**src/rtl/axi_master_wrapper.sv**
```systemverilog
// rtl/axi_master_wrapper.sv - CPU request to AXI4 master bridge (INCR read bursts, single-beat writes)
// One outstanding transaction; the CPU is stalled until the read's RLAST beat or the write response.
module axi_master_wrapper #(
    parameter int              ID_W      = 4,
    parameter logic [ID_W-1:0] MASTER_ID = '0,
    parameter int              ADDR_W    = 32,
    parameter int              DATA_W    = 32,
    parameter int              LEN_W     = 4,
    localparam int             STRB_W    = DATA_W / 8
) (
    input  logic              clk,
    input  logic              ARSTN,
    input  logic              cpu_req,
    input  logic              cpu_we,
    input  logic [ADDR_W-1:0] cpu_addr,
    input  logic [LEN_W-1:0]  cpu_len,
    input  logic [STRB_W-1:0] cpu_wstrb,
    input  logic [DATA_W-1:0] cpu_wdata,
    output logic              cpu_stall,
    output logic              cpu_rvalid,
    output logic [DATA_W-1:0] cpu_rdata,
    output logic              cpu_err,
    output logic [ID_W-1:0]   ARID,
    output logic [ADDR_W-1:0] ARADDR,
    output logic [LEN_W-1:0]  ARLEN,
    output logic [2:0]        ARSIZE,
    output logic [1:0]        ARBURST,
    output logic              ARVALID,
    input  logic              ARREADY,
    input  logic [ID_W-1:0]   RID,
    input  logic [DATA_W-1:0] RDATA,
    input  logic [1:0]        RRESP,
    input  logic              RLAST,
    input  logic              RVALID,
    output logic              RREADY,
    output logic [ID_W-1:0]   AWID,
    output logic [ADDR_W-1:0] AWADDR,
    output logic [LEN_W-1:0]  AWLEN,
    output logic [2:0]        AWSIZE,
    output logic [1:0]        AWBURST,
    output logic              AWVALID,
    input  logic              AWREADY,
    output logic [DATA_W-1:0] WDATA,
    output logic [STRB_W-1:0] WSTRB,
    output logic              WLAST,
    output logic              WVALID,
    input  logic              WREADY,
    input  logic [ID_W-1:0]   BID,
    input  logic [1:0]        BRESP,
    input  logic              BVALID,
    output logic              BREADY
);

    typedef enum logic [2:0] {
        IDLE  = 3'd0,
        RADDR = 3'd1,
        RDATA_S = 3'd2,
        WADDR = 3'd3,
        WDATA_S = 3'd4,
        WRESP = 3'd5
    } state_t;

    localparam logic [1:0] BURST_INCR = 2'b01;
    localparam logic [2:0] SIZE_WORD  = 3'b010;

    state_t              state_q;
    logic [ADDR_W-1:0]   addr_q;
    logic [LEN_W-1:0]    len_q;
    logic [STRB_W-1:0]   wstrb_q;
    logic [DATA_W-1:0]   wdata_q;
    logic [LEN_W-1:0]    cnt_q;
    logic                err_q;

    logic r_beat;
    logic b_done;
    logic done;

    // VALID/READY are pure state decodes, so the async reset of state_q drops them immediately.
    assign ARVALID = (state_q == RADDR);
    assign RREADY  = (state_q == RDATA_S);
    assign AWVALID = (state_q == WADDR);
    assign WVALID  = (state_q == WDATA_S);
    assign BREADY  = (state_q == WRESP);

    assign ARID    = MASTER_ID;
    assign ARADDR  = addr_q;
    assign ARLEN   = len_q;
    assign ARSIZE  = SIZE_WORD;
    assign ARBURST = BURST_INCR;

    assign AWID    = MASTER_ID;
    assign AWADDR  = addr_q;
    assign AWLEN   = '0;
    assign AWSIZE  = SIZE_WORD;
    assign AWBURST = BURST_INCR;

    assign WDATA   = wdata_q;
    assign WSTRB   = wstrb_q;
    assign WLAST   = 1'b1;

    assign r_beat = RVALID && RREADY && (RID == MASTER_ID);
    assign b_done = BVALID && BREADY && (BID == MASTER_ID);
    assign done   = (r_beat && RLAST) || b_done;

    assign cpu_rvalid = r_beat;
    assign cpu_rdata  = r_beat ? RDATA : '0;
    assign cpu_err    = err_q;
    assign cpu_stall  = ((state_q != IDLE) || cpu_req) && !done;

    always_ff @(posedge clk or negedge ARSTN) begin
        if (!ARSTN) begin
            state_q <= IDLE;
            addr_q  <= '0;
            len_q   <= '0;
            wstrb_q <= '0;
            wdata_q <= '0;
            cnt_q   <= '0;
            err_q   <= 1'b0;
        end else begin
            case (state_q)
                IDLE: begin
                    if (cpu_req) begin
                        addr_q  <= cpu_addr;
                        len_q   <= cpu_len;
                        wstrb_q <= cpu_wstrb;
                        wdata_q <= cpu_wdata;
                        cnt_q   <= '0;
                        err_q   <= 1'b0;
                        state_q <= cpu_we ? WADDR : RADDR;
                    end
                end
                RADDR: begin
                    if (ARREADY) state_q <= RDATA_S;
                end
                RDATA_S: begin
                    if (r_beat) begin
                        cnt_q <= cnt_q + 1'b1;
                        // A beat at the expected final index without RLAST means the slave overran ARLEN.
                        if ((RRESP != 2'b00) || ((cnt_q == len_q) && !RLAST)) err_q <= 1'b1;
                        if (RLAST) state_q <= IDLE;
                    end
                end
                WADDR: begin
                    if (AWREADY) state_q <= WDATA_S;
                end
                WDATA_S: begin
                    if (WREADY) state_q <= WRESP;
                end
                WRESP: begin
                    if (b_done) begin
                        if (BRESP != 2'b00) err_q <= 1'b1;
                        state_q <= IDLE;
                    end
                end
                default: state_q <= IDLE;
            endcase
        end
    end

endmodule

```
**config.mk**
```make
export PLATFORM = sky130hd
export DESIGN_NAME = axi_master_wrapper
export DESIGN_NICKNAME = d
export VERILOG_FILES = /design/src/rtl/axi_master_wrapper.sv
export SDC_FILE = /design/constraint.sdc
export NUM_CORES = 1
export LEC_CHECK = 0
export CORE_AREA = 5 5 111 113
export CTS_BUF_LIST = sky130_fd_sc_hd__clkbuf_8
export CTS_CLUSTER_SIZE = 30
export DETAILED_ROUTE_END_ITERATION = 10
export DIE_AREA = 0 0 116 118
export PLACE_DENSITY = 0.91
export SYNTH_ARGS = -nofsm -noshare
export SYNTH_HDL_FRONTEND = slang
export SYNTH_SLANG_ARGS = --single-unit
```
**constraint.sdc**
```tcl
create_clock -name clk -period 2.4 [get_ports clk]
set_input_delay 0.48 -clock clk [delete_from_list [all_inputs] [get_ports clk]]
set_output_delay 0.48 -clock clk [all_outputs]
set_load 0.01 [all_outputs]
```
; Word-level counts from Yosys, hierarchy flattened
; Index checks and enable logic that the tools add are counted.
[word_totals]
register_bits = 80
input_bits = 126
out_inout_bits = 167
elab_cells = 66
[op_classes]
addsub = 1
n_eq_ne = 15
muxes = 19
reduce_logical = 24
[op_table]
columns = cell, count
row1 = 32-bit 2-to-1 mux, 1
row2 = 3-bit 2-to-1 mux, 7
row3 = 3-bit case mux with 6 select lines, 1
row4 = 2-bit by 1-bit != test with 1-bit output (second input constant), 7
row5 = 4-bit logical NOT, 2
row6 = 4-bit 2-to-1 mux, 2
row7 = 4-bit case mux with 2 select lines, 1
row8 = 1-bit logical AND, 7
row9 = 7-bit AND reduction, 1
row10 = 3-bit by 2-bit equality test with 1-bit output (second input constant), 2
row11 = 3-bit equality test (second input constant), 2
row12 = 6-bit AND reduction, 1
row13 = 2-bit nonzero test, 3
row14 = 3-bit nonzero test, 2
row15 = 1-bit 2-to-1 mux, 5
row16 = 4-bit by 1-bit adder with 4-bit output (second input constant), 1
row17 = 4-bit equality test, 1
row18 = 2-bit != test (second input constant), 2
row19 = 3-bit by 1-bit equality test with 1-bit output (second input constant), 1
row20 = 3-bit logical NOT, 1
row21 = 1-bit logical OR, 3
row22 = 1-bit case mux with 3 select lines, 1
row23 = 3-bit AND reduction, 1
row24 = 1-bit logical NOT, 2
row25 = other kinds (2), 2

; Logic depth before layout (Yosys ltp)
; Gate-level depths: netlist (run 1).
[logic_depth]
word_depth = 7
ltp_mapped = 7
ltp_nobuf = 4

; Worst setup path before layout (run 1)
; Ideal clock, no wire load.
[synth_timing]
path_type = input port to output port
startpoint = input port RID[1]
endpoint = output port cpu_rdata[25]
arrival_ns = 1.483
required_time_ns = 1.920
slack_ns = 0.437
path_stages = 5
n_path_buf = 2
path_cell_list = nor4_4 > and3_1 > buf_2 > buf_2 > and2_1
[synth_between]
elab_chain_cells = 3
[synth_rtl]
columns = item, line
row1 = start: declaration, 30  ; input logic [ID_W-1:0] RID,
row2 = 4-bit logical NOT, 101  ; assign r_beat = RVALID && RREADY && (RID == MASTER_ID);
row3 = 1-bit logical AND, 101
row4 = net cpu_rvalid, 20  ; output logic cpu_rvalid,
row5 = 32-bit 2-to-1 mux, 106  ; assign cpu_rdata = r_beat ? RDATA : '0;
row6 = end: declaration, 21  ; output logic [DATA_W-1:0] cpu_rdata,
; The timed path passes the listed nets, and every way through them passes these cells.

; Final worst setup path (run 1)
[layout_timing]
startpoint = input port RID[1]
endpoint = output port cpu_stall
[layout_between]
elab_chain_cells = 6
[layout_rtl]
columns = item, line
row1 = 4-bit logical NOT, 101
row2 = 1-bit logical AND, 101
row3 = 1-bit logical AND, 103  ; assign done = (r_beat && RLAST) || b_done;
row4 = 1-bit logical OR, 103
row5 = 1-bit logical NOT, 108  ; assign cpu_stall = ((state_q != IDLE) || cpu_req) && !done;
row6 = 1-bit logical AND, 108
row7 = end: declaration, 19  ; output logic cpu_stall,
; No other way between the ends.

==> metrics.csv, run 1 <==
metric;value;unit
status;finished, final reports clean;
relative slew slack;0.6161;
Clock Power Share;0.145;
Skew-Pair Late Insertion Delay;350;ps
average size of a mapped cell;8.468;um^2
worst vdd ir;0.0006039;V
required time of the critical path;1920;ps
switching share of total power;0.3638;
Vias;3758;
PortBufs;269;
die width;116;um
most common cell after layout, fill and taps aside;clkdlybuf4s50_1;
Synth Register Bits;80;
switching power of the nets;2625;uW
Post-DP Area;0.006548;mm^2
Final Hold Viols;0;
Yosys Warn Count;0;
Max Root-Sink Buffers;2;
RD Place Congestion;0.8517;
Seq pwr share;0.331;
first-pass GRT wire length;20230;um
Post-DRT Antenna Nets;0;
Least-Margin Pin Slew;575.8;ps
Post-route DRC;0;
Pre-antenna DRT Iters;5;
CORE AREA;0.01122;mm^2
Num CTS Buffers;9;
Global Route Usage Sum;0.1884;
Period minus WS final;2354;ps
DR WL/cell;15.69;um
Post-Syn Instances;466;
share of the core filled with cells;0.5929;
Seq/Total Area, Yosys;0.5073;
Final #Nets;836;
Ports;293;
met2 routed WL;7173;um
Distinct cells, synth;41;
Die Ht;118;um
Leakage;0.003228;uW
met3 routed WL;1415;um
M1 wire length;4543;um
clock sink count;80;
layout cell share with drive strength beyond 1;0.1092;
most frequent cells in the layout;230 x clkdlybuf4s50_1, 219 x nand2_1, 80 x dfrtp_1;
Min Hold Slack;116.4;ps
Initial DRC Count;120;
final setup fails;0;
row cnt;39;
Max Slew Vio Count;0;
Pwr Density;1085;mW/mm^2
clk slew on worst S/H paths;90;ps
largest net degree at the start of global routing;44;
Inst Count DP;838;
Area Overhead vs Synth;68.61;%
Int Pwr;4592;uW
DIE AREA;0.01369;mm^2
synthesized area;0.003946;mm^2
vias in the first global route;3790;
post-route cell area;0.006654;mm^2
f_max;0.4248;GHz
Tcrit/Tclk final;0.9808;
Max FO, Critical Path;4;
via density per instance;4.385;
HPWL Detailed;10540;um
initial antenna violation count;0;
max layer used;met4;
worst clock skew;15.43;ps
Root Buffer;clkbuf_8;
CTS tree;yes;
FILL cells;965;
RSZ-0062 raised after global routing;yes;
ANT cells;0;
CP Class;in -> out;
type of the tightest min-delay check;in -> async;
maxcap violations;0;
CTS H-tree depth;3;
total gr overflow;0;
CP Launch Type;primary input;
Worst Path Arrival;1870;ps
endpoint kind of the worst setup timing path;output port;
final WL;13450;um
Logic pwr share;0.524;
final non-filler cell total;857;
Initial Util;0.3516;
cell usage after synthesis:
master	number	share of area
nand2_1	220	0.21
dfrtp_1	80	0.51
buf_4	55	0.10
and2_1	33	0.052
buf_1	10	0.0095
nor2_1	10	0.0095
buf_2	7	0.0089
clkbuf_1	5	0.0048
xnor2_1	3	0.0067
xor2_1	3	0.0067
a21oi_1	2	0.0025
and3_1	2	0.0032
conb_1	2	0.0019
inv_1	2	0.0019
mux2_1	2	0.0057
nand3b_1	2	0.0038
nand4_1	2	0.0032
nor3_1	2	0.0025
nor4_2	2	0.0063
a21o_1	1	0.0019
a21oi_2	1	0.0022
a311oi_1	1	0.0022
a31oi_1	1	0.0016
a32o_1	1	0.0025
a41oi_1	1	0.0022
buf_6	1	0.0029
ha_1	1	0.0032
mux2i_1	1	0.0025
nand2b_1	1	0.0016
nand3_1	1	0.0013
nor2b_1	1	0.0016
nor3b_1	1	0.0019
nor3b_2	1	0.0032
nor4_4	1	0.0054
o21ai_1	1	0.0013
o22ai_1	1	0.0016
o311ai_0	1	0.0022
o32ai_1	1	0.0022
or2_1	1	0.0016
or3b_1	1	0.0022
or3b_2	1	0.0022
metrics by stage:
stage / TNS [ps] / setup slack (ps) / power, uW
after floorplan: 0 / 436.9 / 4196
after global placement: -12010 / -368.6 / 6136
after detailed placement: -14080 / -448.4 / 6249
after CTS: 0 / 1.173 / 7323
after global routing: -34.81 / -34.81 / 7699
final: 0 / 46.16 / 7218
state kept, by name (all words and copies together) (netlist names):
name	flops
WDATA	32
ARADDR	32
state_q	3
cpu_err	1
cnt_q	4
WSTRB	4
ARLEN	4
worst max-delay path, cell delays in order:
cell and delay (ps):
dlygate4sd2_1 260, nor4_4 290, and3_4 260, buf_4 120, buf_4 120, a21oi_1 60
dlygate4sd2_1 290
logic make-up (layout without fill, tap and decap cells):
| group | after synthesis | after routing | share of synthesized area |
|---|---|---|---|
| compound gates | 12 | 12 | 0.02251 |
| xor+xnor | 6 | 6 | 0.01332 |
| fa+ha+maj | 1 | 1 | 0.003170 |
| buf+inv | 80 | 307 | 0.1325 |
| flops | 80 | 80 | 0.5073 |
| mux | 3 | 3 | 0.008243 |
| other cells | 2 | 23 | 0.001903 |
| simple gates | 282 | 282 | 0.3110 |
what timing repair did:
action	4_1_cts	5_1_grt
endpoints found under the setup margin	34	33
buffers inserted	2	0
pin swaps	2	2
hold endpoints to repair	0	0
gates resized for setup	62	44
hold buffers	0	0
gates cloned	1	0
path summary, 6_finish.rpt:
kind / start / end / slack [ps] / cells past startpoint
hold / removal: ARSTN / WDATA[12] / 120 / 1
hold reg to reg: WDATA[24] / WDATA[24] / 480 / 2
max in group asynchronous: ARSTN / state_q[2] / 1660 / 2
setup / recovery: RID[1] / cpu_stall / 50 / 7
setup reg to reg: state_q[0] / state_q[1] / 660 / 5
min in group clk: WDATA[24] / WDATA[24] / 480 / 2
metal layers:
layer	vias to the layer above	global-route usage
li1	1839	-
met2	183	0.3457
met5	-	0
met1	1714	0.1949
met3	22	0.06735
met4	0	0.06236
power groups by stage:
stage	sequential [uW]	clock [uW]	combinational [uW]
detailed placement	2410	0	3840
CTS	2390	1080	3850
global placement	2380	0	3760
global route	2470	1140	4090
floorplan	2620	0	1570
finish	2390	1050	3780
final cells by class:
class	count	area, um^2	share of cell area
Clock buffer	11	151.4	0.02275
Timing Repair Buffer	289	2743	0.4122
Sequential cell	80	2002	0.3009
Clock inverter	5	62.56	0.009402
Tap cell	143	178.9	0.02689
Inverter	2	7.507	0.001128
Multi-Input combinational cell	327	1509	0.2268
Power figures use the tool's default switching activity.
==> inputs of run 2 (changes only) <==
==> constraint.sdc (replaced) <==
create_clock -name clk -period 2.4 [get_ports clk]
set_input_delay 0.36 -clock clk [delete_from_list [all_inputs] [get_ports clk]]
set_output_delay 0.36 -clock clk [all_outputs]
set_load 0.01 [all_outputs]
==> run 2 against run 1 <==
  * Sequential cell count is the same
  * Critical path depth fell by 1
  * Cell count down 0.47%
  * Register-to-register slack is essentially flat
  * Combinational power is essentially flat
  * Largest power group unchanged
  * Cell area up 0.85%
  * Worst hold slack improved by 360 ps
  * Setup slack improved by 78 ps
  * Sequential power about the same
  * Total power shrank 0.23%
==> metrics.csv, run 2 (synthesis results as in run 1) <==
metric;value;unit;change
status;finished, final reports clean;;unchanged
Final Hold Viols;0;;unchanged
WHS Path Cells;2;;
type of the tightest min-delay check;reg -> reg;;was in -> async
maxcap violations;0;;unchanged
Root Buffer;clkbuf_8;;unchanged
clk slew on worst S/H paths;80;ps;was 90 ps
most common cell after layout, fill and taps aside;clkdlybuf4s50_1;;unchanged
Worst Path Arrival;1920;ps;was 1870 ps
DR WL/cell;15.65;um;was 15.69 um
CP Class;in -> out;;unchanged
Post-DRT Antenna Nets;0;;unchanged
worst clock skew;14.59;ps;was 15.43 ps
ANT cells;0;;unchanged
Skew-Pair Late Insertion Delay;340;ps;was 350 ps
Initial Util;0.3516;;unchanged
CP Launch Type;primary input;;unchanged
die width;116;um;unchanged
Vias;3714;;was 3758
vias in the first global route;3798;;was 3790
Reg2Reg Capture Point;state_q[0];;was state_q[1]
Pre-antenna DRT Iters;4;;was 5
f_max;0.4395;GHz;was 0.4248 GHz
Tcrit/Tclk final;0.9481;;was 0.9808
layout cell share with drive strength beyond 1;0.05634;;was 0.1092
Min Hold Slack;475.9;ps;was 116.4 ps
first-pass GRT wire length;20290;um;was 20230 um
path depth of the worst reg2reg path;5;;unchanged
Global Route Usage Sum;0.1883;;was 0.1884
via density per instance;4.354;;was 4.385
initial antenna violation count;0;;unchanged
Pwr Density;1073;mW/mm^2;was 1085 mW/mm^2
CORE AREA;0.01122;mm^2;unchanged
PortBufs;269;;unchanged
required time of the critical path;2040;ps;was 1920 ps
post-CTS setup buffers;0;;was 2
FILL cells;1008;;was 965
Num CTS Buffers;9;;unchanged
CP startpoint;RID[1];;unchanged
Initial DRC Count;158;;was 120
most frequent cells in the layout;234 x clkdlybuf4s50_1, 219 x nand2_1, 80 x dfrtp_1;;was 230 x clkdlybuf4s50_1, 219 x nand2_1, 80 x dfrtp_1
endpoint kind of the worst setup timing path;output port;;unchanged
Setup crit end;cpu_rdata[5];;was cpu_stall
final WL;13350;um;was 13450 um
worst vdd ir;0.0005991;V;was 0.0006039 V
HPWL Detailed;10590;um;was 10540 um
Max FO, Critical Path;33;;was 4
share of the core filled with cells;0.5979;;was 0.5929
total gr overflow;0;;unchanged
CTS H-tree depth;3;;unchanged
Max Root-Sink Buffers;2;;unchanged
Final #Nets;832;;was 836
Post-route DRC;0;;unchanged
CTS tree;yes;;unchanged
r2r setup slk;660;ps;about the same
Die Ht;118;um;unchanged
final setup fails;0;;unchanged
Period minus WS final;2275;ps;was 2354 ps
RSZ-0062 raised after global routing;no;;was yes
worst reg2reg startpoint;state_q[0];;unchanged
Leakage;0.003312;uW;was 0.003228 uW
row cnt;39;;unchanged
RD Place Congestion;0.8488;;was 0.8517
Ports;293;;unchanged
clock sink count;80;;unchanged
Area Overhead vs Synth;70.04;%;was 68.61%
DIE AREA;0.01369;mm^2;unchanged
largest net degree at the start of global routing;53;;was 44
Max Slew Vio Count;0;;unchanged
-- run 2: cell types whose count changed in the layout (fill, tap and decap cells not counted) --
cell	before	now
buf_2	2	0
clkbuf_8	11	10
clkdlybuf4s50_1	230	234
clkdlybuf4s15_2	2	0
clkinvlp_4	2	1
buf_16	1	0
dlygate4sd2_1	6	34
dlygate4sd3_1	0	1
buf_4	17	13
clkbuf_2	28	0
inv_6	1	2
inv_1	2	3
-- run 2: report_power, final --
part	total [uW]	switching, uW	internal, uW
Clock	1030	512	515
Combinational	3780	1700	2090
Sequential	2390	436	1960
Total	7200	2640	4560
-- run 2: how the worst min path moves through the flow --
stage | startpoint | to | slack (ps)
3_5_place_dp | ARSTN | WDATA[12] | 360
2_1_floorplan | ARSTN | ARADDR[0] | 60
3_3_place_gp | ARSTN | ARADDR[16] | 360
5_1_grt | WDATA[1] | WDATA[1] | 510
6_report | WSTRB[1] | WSTRB[1] | 480
4_1_cts | WSTRB[1] | WSTRB[1] | 480
-- run 2: final cells by class --
cell class / count / area, um^2 / share of cell area
clock inverter: 6 / 67.56 / 0.01007
clock buffer: 10 / 137.6 / 0.02051
sequential: 80 / 2002 / 0.2983
tap: 143 / 178.9 / 0.02666
inverter: 2 / 7.507 / 0.001119
multi-input combinational: 327 / 1509 / 0.2249
timing repair buffer: 285 / 2808 / 0.4184
-- run 2: critical path, stage by stage --
cell and delay [ps]:
clkdlybuf4s50_1 460, nor4_4 300, and3_4 230, buf_12 150
and2_1 140, dlygate4sd2_1 270
-- run 2: what timing repair did --
| action | in CTS | in global routing |
|---|---|---|
| hold buffers | 1 | 0 |
| resized for setup | 35 | 0 |
| endpoints found under the setup margin | 34 | 0 |
| hold endpoints to repair | 37 | 0 |
-- run 2: routing by layer --
layer,up-vias,global-route usage,share of wire
met2,172,0.3450,0.53
met4,0,0.06309,0.026
met5,-,0,0
met1,1688,0.1969,0.34
met3,21,0.06427,0.10
li1,1833,-,-
-- run 2: through the flow --
stage | area, um^2 | instances | TNS, ps | setup slack, ps | total power, uW
after floorplan | 4025 | 487 | 0 | 577.5 | 4196
after global placement | 6533 | 836 | -3863 | -128.2 | 6134
after detailed placement | 6533 | 836 | -5329 | -188.1 | 6254
after CTS | 6710 | 853 | 0 | 113.3 | 7312
after global routing | 6710 | 853 | 0 | 35.75 | 7700
final | 6710 | 853 | 0 | 124.5 | 7201
==> inputs of run 3 (changes only) <==
--- a/config.mk
+++ b/config.mk
@@ -11,6 +11,7 @@
 export DETAILED_ROUTE_END_ITERATION = 10
 export DIE_AREA = 0 0 116 118
 export PLACE_DENSITY = 0.91
+export SLEW_MARGIN = 30
 export SYNTH_ARGS = -nofsm -noshare
 export SYNTH_HDL_FRONTEND = slang
 export SYNTH_SLANG_ARGS = --single-unit
==> results of run 3 <==
Same layout as run 2: the final DEF is identical, and so are final timing and power.
==> RTL edit 1, RTL diff (flow settings as in run 2) <==
Change the parameter `DATA_W` from 32 to 16.
--- a/src/rtl/axi_master_wrapper.sv
+++ b/src/rtl/axi_master_wrapper.sv
@@ -6,3 +6,3 @@
     parameter int              ADDR_W    = 32,
-    parameter int              DATA_W    = 32,
+    parameter int              DATA_W    = 16,
     parameter int              LEN_W     = 4,
Interface: changed (6 resized); port bits go from 293 to 225. No check against the original RTL was run, so the function may have changed too.
==> RTL edit 1 against run 2 <==
- global-route usage shrank 5.2 points
- sequential cell count shrank 18
- synthesized area shrank 19%
- power shrank 20%
- critical path depth grew 1
- design area shrank 22%
- highest routed layer unchanged
- setup slack gained 20 ps
- largest power group unchanged
- routed wire length shrank 29%
==> RTL edit 1: results (changes against run 2) <==
Outcome
  – Run status: completed

Synthesis
  – Share of the synthesized area in compound gates (AO/OA/AOI/OAI): 0.0289 (+0.00642)
  – Average size of a mapped cell: 8.56 µm² (+1.1%)
  – XOR/XNOR share of the synthesized area: 0.0137 (+0.000366)

Global route
  – Total GRT Usage: 0.137 (-0.0518)
  – Largest net degree at the start of global routing: 36 (-32%)
  – M2 GR Usage: 0.236 (-0.109)

Place
  – Post-place instance area: 5110 µm² (-22%)
  – Detail Placement HPWL: 7.71 mm (-27%)
  – # port buffers: 201 (-25%)
  – Global placement routability congestion: 0.751 (-12%)
  – Cells after DPL: 682 (-18%)
  – Worst slack at placement: -182 ps (+6.53 ps)

STA
  – Hold slack: 30.3 ps (-446 ps)
  – Final period utilization: 0.940 (-0.00816)
  – Worst clock skew: 14.2 ps (-0.425 ps)

Critical path
  – Largest incremental delay on the critical path: 440 ps (-20 ps)
  – Worst reg2reg setup slack: 640 ps (-20 ps)

Finish
  – Ratio of cells with drive above 1 in the final layout: 0.0704 (+0.0141)
  – Net count reported at finish: 643 (-23%)

Routing
  – Met2 wirelength from detailed routing: 4.86 mm (-31%)
  – Mean routed wirelength per cell: 13.7 µm (-13%)
  – Total routed wire length on the met1 layer: 3.61 mm (-21%)
  – First DRT Iteration DRCs: 167 (+5.7%)

Worst hold path
  – Worst min-delay path class: input pin to async pin

Clock network
  – Number of gates given a new drive strength after cts: 19 (-46%)

Power and ir drop
  – Net switching power of the design: 2.12 mW (-20%)
  – Leakage Power: 2.54 nW (-23%)
  – Internal power summed over all cells: 3.62 mW (-21%)
[RTL edit 1: cell type report]
cell class,instances,area (µm²)
clock buffers,9,124
multi-input cells,259,1220
clock inverters,6,31.3
fillers,1071,5980
well taps,143,179
inverters,3,11.3
repair buffers,215,2130
flip-flops and latches,62,1550
[RTL edit 1: worst paths after layout]
path / startpoint / to
max in group asynchronous: ARSTN / WDATA[6]$_DFFE_PN0P_
hold / removal: ARSTN / ARADDR[15]$_DFFE_PN0P_
hold reg to reg: WDATA[11]$_DFFE_PN0P_ / WDATA[11]$_DFFE_PN0P_
setup / recovery: RID[1] / cpu_rdata[12]
setup reg to reg: state_q[0]$_DFFE_PN0P_ / state_q[0]$_DFFE_PN0P_
min in group clk: WDATA[11]$_DFFE_PN0P_ / WDATA[11]$_DFFE_PN0P_
[RTL edit 1: worst reg2reg max path, stage by stage (launching register included)]
cell and delay, ps:
dfrtp_1 410, buf_4 190, or4b_1 530, o211ai_1 130, nor3_2 90, mux2_4 310
==> RTL edit 2, RTL diff (config.mk and constraints of run 2) <==
Without the edit above. Register the output `cpu_err` once more, with the module's reset; this adds one clock of latency there. The other outputs are not delayed to match.
--- a/src/rtl/axi_master_wrapper.sv
+++ b/src/rtl/axi_master_wrapper.sv
@@ -106,3 +106,9 @@
     assign cpu_rdata  = r_beat ? RDATA : '0;
-    assign cpu_err    = err_q;
+    always_ff @(posedge clk or negedge ARSTN) begin
+        if (!ARSTN) begin
+            cpu_err <= '0;
+        end else begin
+            cpu_err <= err_q;
+        end
+    end
     assign cpu_stall  = ((state_q != IDLE) || cpu_req) && !done;
Formal check against the unedited RTL: not equivalent (a bounded check fails within 4 cycles, from zero or initial values and one cycle with ARSTN low).
==> RTL edit 2 against run 2 <==
- clock power rose by 13%
- design area rose by 0.84%
- power rose by 2.9%
- setup slack got worse by 7.4 ps
- combinational power rose by 1%
- sequential cell count rose by 1
- largest cell class unchanged
- global-route usage rose by 0.063 points
- synthesized area rose by 0.63%
- first-iteration DRC count fell by 22%
- count of clock-buffer cells in the layout fell by 1
- routed wire length fell by 0.62%
==> RTL edit 2: results (changes against run 2) <==
STA
  – Worst clock skew: 7.23 ps (-7.36 ps)
  – Post-layout minimum cycle time: 2280 ps (+7.42 ps)

Global route
  – Met1 capacity usage during global routing: 0.206 (+0.00900)
  – Number of global-route vias before repair: 3938 (+3.7%)
  – Largest net degree at the start of global routing: 43 (-19%)
  – Wire length of the first global-routing pass: 20.4 mm (+0.37%)
  – Total GRT Usage: 0.189 (+0.000627)
  – Grt met3 use: 0.0663 (+0.00206)

Place
  – Global placement routability congestion: 0.787 (-7.2%)
  – Detail Placement HPWL: 10.5 mm (-0.62%)
  – Worst slack at placement: -189 ps (-0.841 ps)
  – Post-place instance area: 6560 µm² (+0.46%)

Synthesis
  – Fraction of synthesized area in multiplexers: 0.00819 (-0.0000519)
  – Seq/Total Area, Yosys: 0.510 (+0.00310)
  – Share of the synthesized area in compound gates (AO/OA/AOI/OAI): 0.0224 (-0.000142)
  – Leading post-synthesis cells by cell area: dfrtp_1 51%, nand2_1 21%, buf_4 10%
  – Cell count after synthesis: 467 (+0.21%)
  – Adder-Cell Fraction of Synth Area: 0.00315 (-0.0000200)

Finish
  – Count of plain and timing-repair buffers in the layout: 284 (-0.35%)
  – Ratio of cells with drive above 1 in the final layout: 0.0536 (-0.00274)
  – Fraction of standard cell area that is sequential: 0.300 (+0.00122)
  – Filler cells: 979 (-2.9%)
  – Synth-to-layout area growth: 70.4%
  – Multi-input logic portion of the cell area: 0.223 (-0.00187)
  – Clock-cell share: 0.0342 (+0.00363)

Outcome
  – Run status: completed

Routing
  – Average vias per placed instance: 4.36 (+0.23%)
  – Total routed wire length on the met1 layer: 4.74 mm (+4.1%)
  – Mean routed wirelength per cell: 15.6 µm (-0.51%)

Power and ir drop
  – Combinational logic power: 3.82 mW (+1%)
  – Switching Share: 0.357 (-0.0101)
  – Relative contribution of the clock network to total power: 0.157 (+0.014)

Critical path
  – R2r endpoint: state_q[1]$_DFFE_PN0P_
[RTL edit 2: changes by cell type after synthesis, sizes merged]
| cell | run 2 | this run |
|---|---|---|
| dfrtp | 80 | 81 |
[RTL edit 2: worst min-delay path by stage]
stage                            end  slack [ps]               from  cells after the start
6_report           cpu_err$_DFF_PN0_         390  err_q$_DFFE_PN0P_                      0
3_3_place_gp       cpu_err$_DFF_PN0_         370  err_q$_DFFE_PN0P_                      0
4_1_cts            cpu_err$_DFF_PN0_         400  err_q$_DFFE_PN0P_                      0
5_1_grt            cpu_err$_DFF_PN0_         420  err_q$_DFFE_PN0P_                      0
3_5_place_dp       cpu_err$_DFF_PN0_         380  err_q$_DFFE_PN0P_                      0
2_1_floorplan  ARADDR[0]$_DFFE_PN0P_          60              ARSTN                      0
[RTL edit 2: kinds of logic (layout without fill, tap and decap cells)]
family,count (synthesis),in the layout
compound gates,12,12
xor+xnor,6,6
fa+ha+maj,1,1
buf+inv,80,301
flops,81,81
mux,3,3
other cells,2,23
simple gates,282,282
